`src/rtl/sample_packer.sv`:
```
// rtl/sample_packer.sv - packs 1/2/4-channel quantized samples into 16-bit words through a 4-deep FIFO
//
// Ports:
//   source_clk      sample clock, all flops on rising edge
//   source_reset_n  asynchronous active-low reset
//   enable          packing enable; mode is latched on its rising edge
//   mode            0 = 1 ch, 1 = 2 ch, 2 = 4 ch, 3 = treated as 0
//   sym_in          one 4-bit symbol per channel, ch1 in [15:12]
//   overflow_clear  pulse clearing overflow and drop_count
//   out_data        packed word at FIFO head (0 when empty)
//   out_valid       FIFO not empty
//   out_ready       consumer accepts the head word
//   overflow        sticky: a completed word was dropped
//   drop_count      saturating count of dropped words
module sample_packer (
    input  logic        source_clk,
    input  logic        source_reset_n,
    input  logic        enable,
    input  logic [1:0]  mode,
    input  logic [15:0] sym_in,
    input  logic        overflow_clear,
    output logic [15:0] out_data,
    output logic        out_valid,
    input  logic        out_ready,
    output logic        overflow,
    output logic [15:0] drop_count
);

    logic        enable_q;
    logic [1:0]  mode_q;
    logic [1:0]  slot_q;
    logic [11:0] partial_q;

    logic [15:0] mem [4];
    logic [1:0]  wr_ptr;
    logic [1:0]  rd_ptr;
    logic [2:0]  count;

    logic [1:0]  mode_eff;
    logic [1:0]  last_slot;
    logic [15:0] word_next;
    logic        push;
    logic        pop;
    logic        full;
    logic        drop;
    logic        wr_en;

    // The first enabled cycle already captures a sample, so it must use the
    // incoming mode rather than the not-yet-updated latched one.
    assign mode_eff = (enable && !enable_q) ? ((mode == 2'd3) ? 2'd0 : mode) : mode_q;

    // Samples are shifted in from the right so the earliest one ends up in the MSBs.
    always_comb begin
        last_slot = 2'd0;
        word_next = sym_in;
        case (mode_eff)
            2'd0: begin
                last_slot = 2'd3;
                word_next = {partial_q[11:0], sym_in[15:12]};
            end
            2'd1: begin
                last_slot = 2'd1;
                word_next = {partial_q[7:0], sym_in[15:8]};
            end
            default: begin
                last_slot = 2'd0;
                word_next = sym_in;
            end
        endcase
    end

    assign push      = enable && (slot_q == last_slot);
    assign out_valid = (count != 3'd0);
    assign pop       = out_valid && out_ready;
    assign full      = (count == 3'd4);
    // When full, a simultaneous pop frees the slot the push writes into.
    assign drop      = push && full && !pop;
    assign wr_en     = push && !drop;
    assign out_data  = out_valid ? mem[rd_ptr] : 16'd0;

    always_ff @(posedge source_clk or negedge source_reset_n) begin
        if (!source_reset_n) begin
            enable_q  <= 1'b0;
            mode_q    <= 2'd0;
            slot_q    <= 2'd0;
            partial_q <= 12'd0;
        end else begin
            enable_q <= enable;
            if (enable && !enable_q) begin
                mode_q <= mode_eff;
            end
            if (!enable) begin
                slot_q    <= 2'd0;
                partial_q <= 12'd0;
            end else if (push) begin
                slot_q    <= 2'd0;
                partial_q <= 12'd0;
            end else begin
                slot_q    <= slot_q + 2'd1;
                partial_q <= word_next[11:0];
            end
        end
    end

    always_ff @(posedge source_clk or negedge source_reset_n) begin
        if (!source_reset_n) begin
            for (int i = 0; i < 4; i++) begin
                mem[i] <= 16'd0;
            end
            wr_ptr <= 2'd0;
            rd_ptr <= 2'd0;
            count  <= 3'd0;
        end else begin
            if (wr_en) begin
                mem[wr_ptr] <= word_next;
                wr_ptr      <= wr_ptr + 2'd1;
            end
            if (pop) begin
                rd_ptr <= rd_ptr + 2'd1;
            end
            count <= count + {2'd0, wr_en} - {2'd0, pop};
        end
    end

    // A drop in the same cycle as a clear restarts the count at one.
    always_ff @(posedge source_clk or negedge source_reset_n) begin
        if (!source_reset_n) begin
            overflow   <= 1'b0;
            drop_count <= 16'd0;
        end else if (drop) begin
            overflow <= 1'b1;
            if (overflow_clear) begin
                drop_count <= 16'd1;
            end else if (drop_count != 16'hFFFF) begin
                drop_count <= drop_count + 16'd1;
            end
        end else if (overflow_clear) begin
            overflow   <= 1'b0;
            drop_count <= 16'd0;
        end
    end

endmodule

```
`config.mk`:
```
export PLATFORM = sky130hd
export DESIGN_NAME = sample_packer
export DESIGN_NICKNAME = d
export VERILOG_FILES = /design/src/rtl/sample_packer.sv
export SDC_FILE = /design/constraint.sdc
export NUM_CORES = 1
export LEC_CHECK = 0
export BUFFER_PORTS_ARGS = -buffer_cell sky130_fd_sc_hd__buf_4
export CAP_MARGIN = 15
export CORE_MARGIN = 8
export CORE_UTILIZATION = 63
export DETAILED_ROUTE_END_ITERATION = 8
export GPL_ROUTABILITY_DRIVEN = 0
export PLACE_DENSITY = 0.95
export REMOVE_ABC_BUFFERS = 1
export SYNTH_ARGS = -nofsm -noshare
export SYNTH_HDL_FRONTEND = slang
export SYNTH_SLANG_ARGS = --single-unit
export TNS_END_PERCENT = 100
```
`constraint.sdc`:
```
create_clock -name source_clk -period 6.8 [get_ports source_clk]
set_clock_uncertainty 0.15 [all_clocks]
set_input_delay 1.36 -clock source_clk [delete_from_list [all_inputs] [get_ports source_clk]]
set_output_delay 1.36 -clock source_clk [all_outputs]
set_load 0.02 [all_outputs]
```
# --- Word level (Yosys, flattened, before mapping) ---
# Index checks and enable logic that the tools add are counted.
word_totals:
  ff_bits: 105
  inputBits: 23
  out_inout_bits: 34
  word_cells: 65
classes:
  add_sub_neg: 6
  magnitude_cmp: 3
  n_eq_ne: 5
  mux: 21
  n_bitwise: 2
  reduce_logical: 15
op_table:
  columns: ["op", "n"]
  rows:
  - ["$mux 16", 8]
  - ["$bwmux 64", 1]
  - ["$bmux 16 s2", 1]
  - ["$demux 16 s2", 1]
  - ["$pmux 16 s2", 1]
  - ["$mux 12", 2]
  - ["$add 16x1->16 const B", 1]
  - ["$ne 16x16->1 const B", 1]
  - ["$mux 2", 4]
  - ["$logic_and 1x1->1", 7]
  - ["$add 2x1->2 const B", 3]
  - ["$ge 3x3->1 const B", 2]
  - ["$not 2->3", 2]
  - ["$pmux 2 s2", 1]
  - ["$reduce_bool 2->1", 2]
  - ["$add 3x1->3", 1]
  - ["$eq 3x3->1 const B", 1]
  - ["$logic_not 1->1", 3]
  - ["$lt 3x1->1 const B", 1]
  - ["$reduce_bool 3->1", 1]
  - ["$sub 3x1->3", 1]
  - ["$eq 2x1->1 const B", 1]
  - ["$eq 2x2->1", 1]
  - ["$eq 2x2->1 const B", 1]
  - ["other kinds (3)", 4]

# --- Depth between registers and ports, before layout ---
logic_depth:
  ltp_word: 13
  ltp_mapped: 12
  depth_no_buf: 10

# --- Worst setup path before layout ---
# Ideal clock, no wire load.
synth_path:
  kind: "input -> register"
  startpoint: "input port mode[0]"
  endpoint: "register count[2]"
  setup_ns: 0.123
  t_arrival_ns: 3.567
  t_required_ns: 6.527
  setup_slack_ns: 2.961
  stages: 11
  n_path_buf: 1
  cell_sequence: "or3b_1 a211oi_4 nand2_4 buf_6 nor3_2 a21o_1 ha_1 inv_1 fa_1 xnor2_1 xnor2_1"
synth_via:
  elab_chain_cells: 13
  word_cells_on_any_way: 14
  cone_classes: "2 x add/sub; 3 x eq/ne; 3 x mux; 6 x reduce/logical"
synth_rtl:
  columns: ["item", "line", "source"]
  rows:
  - ["start, declared", "19", "input logic [1:0] mode,"]
  - ["$eq 2x2->1", "50", "assign mode_eff = (enable && !enable_q) ? ((mode == 2'd3) ? 2'd0 : mode) : mode_q;"]
  - ["$mux 2 (*) (2 in a row)", "50", null]
  - ["$eq 2x1->1 or $logic_not 2->1 (tied branches)", "56", "case (mode_eff)"]
  - ["$pmux 2 s2 (*)", "56", null]
  - ["$eq 2x2->1 (*)", "72", "assign push = enable && (slot_q == last_slot);"]
  - ["$logic_and 1x1->1 (*)", "72", null]
  - ["$logic_and 1x1->1 (2 in a row)", "77", "assign drop = push && full && !pop;"]
  - ["$logic_not 1->1", "78", "assign wr_en = push && !drop;"]
  - ["$logic_and 1x1->1 (*)", "78", null]
  - ["$add 3x1->3 (*)", "121", "count <= count + {2'd0, wr_en} - {2'd0, pop};"]
  - ["$sub 3x1->3 (*)", "121", null]
  - ["end signal, assigned", "121", null]
  - ["end, declared", "37", "logic [2:0] count;"]
# Mark *: on every way between the ends. The rest lies on a longest branch, timed or not.
# A chain may end at the register's enable or synchronous reset.

# --- Worst setup path in the final report ---
# Ends and elaborated chain as after synthesis.

==> results by group <==
Layout
  – Nets: 505
  – # fillers: 542
  – Cell area after layout: 6040 µm²
  – Antenna diode count: 0
  – Final core occ: 0.732
  – Share of cells above drive strength 1: 0.358
  – Synth-to-layout area growth: 12.2%

Critical path
  – Setup Crit Path Kind: in2reg
  – R2R depth: 10
  – Data required time of the critical path: 6.94 ns
  – CP peak stage delay: 0.39 ns
  – Most used cell, CP: xnor2_1
  – CP max FO: 17
  – CP Launch Type: input port
  – Crit path cell chain: buf_4 > or3b_1 > a211oi_4 > nand2_4 > nor3_2 > a21o_1 > ha_1 > inv_1 > fa_1 > xnor2_1 > xnor2_1
  – Slowest cell on crit path: or3b_1
  – Arr. time, crit path: 3.84 ns
  – Crit. End Element: flop

Global routing
  – First-pass GRT wire length: 19.5 mm
  – Initial antenna violation count: 0
  – Vias in the first global route: 3,847
  – Gr ovfl total: 0
  – Overall Global Routing Usage: 0.212
  – Largest net degree at the start of global routing: 74

Detailed routing
  – Via density: 6.23
  – Met2 WL: 6.11 mm
  – Starting DRT DRC Count: 205
  – TritonRoute pass-1 iters: 4
  – Met3 WL: 666 µm
  – Routed Antenna Nets: 0
  – Drt drc: 0
  – Vias after detailed routing: 3,647
  – WL per Instance: 20.4 µm
  – Final WL: 11.9 mm
  – M1 wire length: 5.01 mm
  – Top sig layer: met4

Place
  – Placed cell area: 5840 µm²
  – Dpl hpwl: 7.97 mm
  – Port buffer count: 56

Synthesis
  – Synth Warn #: 0
  – Simple-gate area share of the yosys netlist: 0.148
  – Top FF cell, synth: dfrtp_1
  – Count of flip-flops with a built-in enable after synthesis: 0
  – Adder-cell share of the synthesized area: 0.0177
  – Avg Inst Size Synth: 12.7 µm²
  – Ys async rst share: 1.00
  – XOR/XNOR Fraction of Synth Area: 0.0181
  – Synthesized cell area: 5380 µm²
  – Seq/Total Area, Yosys: 0.488
  – Compound-Gate Fraction of Synth Area: 0.0483
  – Number of synthesized register bits: 105
  – Mapped Cells: 425
  – Library cells used by synthesis: 52
  – Largest family of logic cells by synthesized area: multiplexers
  – Multiplexer share of the synthesized area: 0.249

Timing
  – Worst slew pin tran: 1.00 ns
  – Final period util: 0.544
  – Hold Vio Cnt, Final: 0
  – F_max: 270 MHz
  – Setup_tns: 0 ns
  – Unrepaired setup endpoints after global routing: no
  – Max Slew Vio Count: 0
  – Headroom to the max-slew limit: 0.330
  – Tmin final: 3.70 ns
  – Hold_ws: 0.356 ns
  – Final setup viols: 0

Clock tree
  – CTS tree: yes
  – Clk sinks: 105
  – Hold buffers post-CTS: 0
  – Clk slew on worst S/H paths: 0.10 ns
  – Root Buffer: clkbuf_8
  – CTS Buffer Depth: 2
  – Resized Gates After CTS: 0
  – Postcts setup bufs: 0
  – H-tree levels: 3
  – Num CTS Buffers: 9
  – Skew-Pair Late Insertion Delay: 0.37 ns

Power
  – Pwr Density: 379 nW/µm²
  – Worst IR Drop VDD: 0.000284 V
  – P_leak: 2.80 nW
  – Power, Total: 2.29 mW

Floorplanning
  – Die width: 108 µm
  – Die ar.: 11,800 µm²
  – Initial core utilization: 0.652
  – Die Y: 108 µm
  – # rows: 33
  – Num ports: 57
  – Core area: 8260 µm²

Min path
  – Hold path depth: 1
  – Hold Crit Class: reg2reg

Outcome
  – Outcome: complete, no violations

Job
  – Max Cap Viol: 0
[worst paths after layout]
kind	end	slack, ns	start
max in group asynchronous	mode_q[1]$_DFFE_PN0N_	4.46	source_reset_n
min in group asynchronous	drop_count[0]$_DFFE_PN0P_	0.78	source_reset_n
hold reg to reg	mem[1]$_DFFE_PN0P_	0.36	mem[1]$_DFFE_PN0P_
setup / recovery	count[2]$_DFF_PN0_	3.10	mode[0]
setup reg to reg	count[2]$_DFF_PN0_	3.74	enable_q$_DFF_PN0_
hold / removal	mem[1]$_DFFE_PN0P_	0.36	mem[1]$_DFFE_PN0P_
[placed cells by master, fill, tap and decap left out, types with 2 or more instances in the layout]
cell and count:
xnor2_1 7, nor2b_1 19, a21oi_2 2, nand2b_1 5, a21oi_1 23, and3_1 5
mux4_2 16, nor2_1 24, and4_1 5, ha_1 6, nor3_1 3, nand2_1 9
clkbuf_8 10, nor3_4 4, nand4_1 6, nor4_1 3, and2_1 17, nor4bb_1 3
buf_4 61, inv_1 8, dfrtp_1 105, a31oi_1 3, or4_1 6, nand3_1 10
inv_6 2, or3_1 2, mux2_2 69, o31ai_1 5, mux2i_1 17
[cells in the mapped netlist, drive strengths merged, types with 3 or more instances]
library cell / number / share of area
nand2: 10 / 0.0084
nor4bb: 3 / 0.0056
a31oi: 3 / 0.0035
o31ai: 5 / 0.0070
nand4: 6 / 0.0070
and4: 5 / 0.0081
a21oi: 25 / 0.024
and3: 5 / 0.0058
dfrtp: 105 / 0.49
mux2i: 18 / 0.036
nor2b: 19 / 0.022
nor2: 24 / 0.017
ha: 6 / 0.014
xnor2: 8 / 0.017
nor3: 8 / 0.017
and2: 17 / 0.020
inv: 8 / 0.0056
or4: 6 / 0.0084
nand3: 10 / 0.0093
buf: 12 / 0.018
nor4: 3 / 0.0035
mux2: 70 / 0.15
mux4: 16 / 0.067
nand2b: 5 / 0.0058
clkbuf: 10 / 0.0070
[through the flow]
stage	worst slack [ns]	instances
after global routing	2.94	585
final	3.10	585
after detailed placement	2.70	569
after floorplan	3.05	403
after CTS	3.08	585
after global placement	2.80	569
[routing by layer]
metal | track usage | up-vias
li1 | - | 1644
met1 | 0.268 | 1867
met2 | 0.356 | 122
met3 | 0.0393 | 14
met4 | 0.0811 | 0
met5 | 0 | -
[registers in the layout (all words and copies together), names as in the netlist]
name,cells
count,3
drop_count,16
enable_q,1
mem,64
mode_q,2
overflow,1
partial_q,12
rd_ptr,2
slot_q,2
wr_ptr,2
[logic make-up after synthesis]
| kind of cell | Yosys count |
|---|---|
| AOI/OAI and AO/OA | 42 |
| xor gates and xnor gates | 9 |
| adders and majority gates | 7 |
| buffers and inverters | 30 |
| DFF | 105 |
| muxes | 104 |
| and+or+nand+nor | 128 |
[final cells by class]
type                    instances  area, µm²  share of cell area
flip-flops and latches        105       2630               0.435
multi-input cells             290       2590               0.429
repair buffers                 61        458              0.0758
clock buffers                  11        141              0.0234
well taps                     105        131              0.0217
clock inverters                 5       60.1             0.00994
inverters                       8       30.0             0.00497
[power breakdown]
group / internal (mW) / leakage [nW] / total, mW / switching [mW]
clock network: 0.183 / 0.100 / 0.399 / 0.216
logic: 0.488 / 1.33 / 0.928 / 0.440
registers: 0.822 / 1.36 / 0.965 / 0.143
[critical path: cells and delay by family]
kind                     cells  cell delay (ns)
XOR/XNOR                     2             0.31
buffers and inverters        2             0.18
adder cells (fa/ha/maj)      2             0.51
AND/OR/NAND/NOR              3             0.93
AO/OA/AOI/OAI                2             0.54
Power figures use the tool's default switching activity.
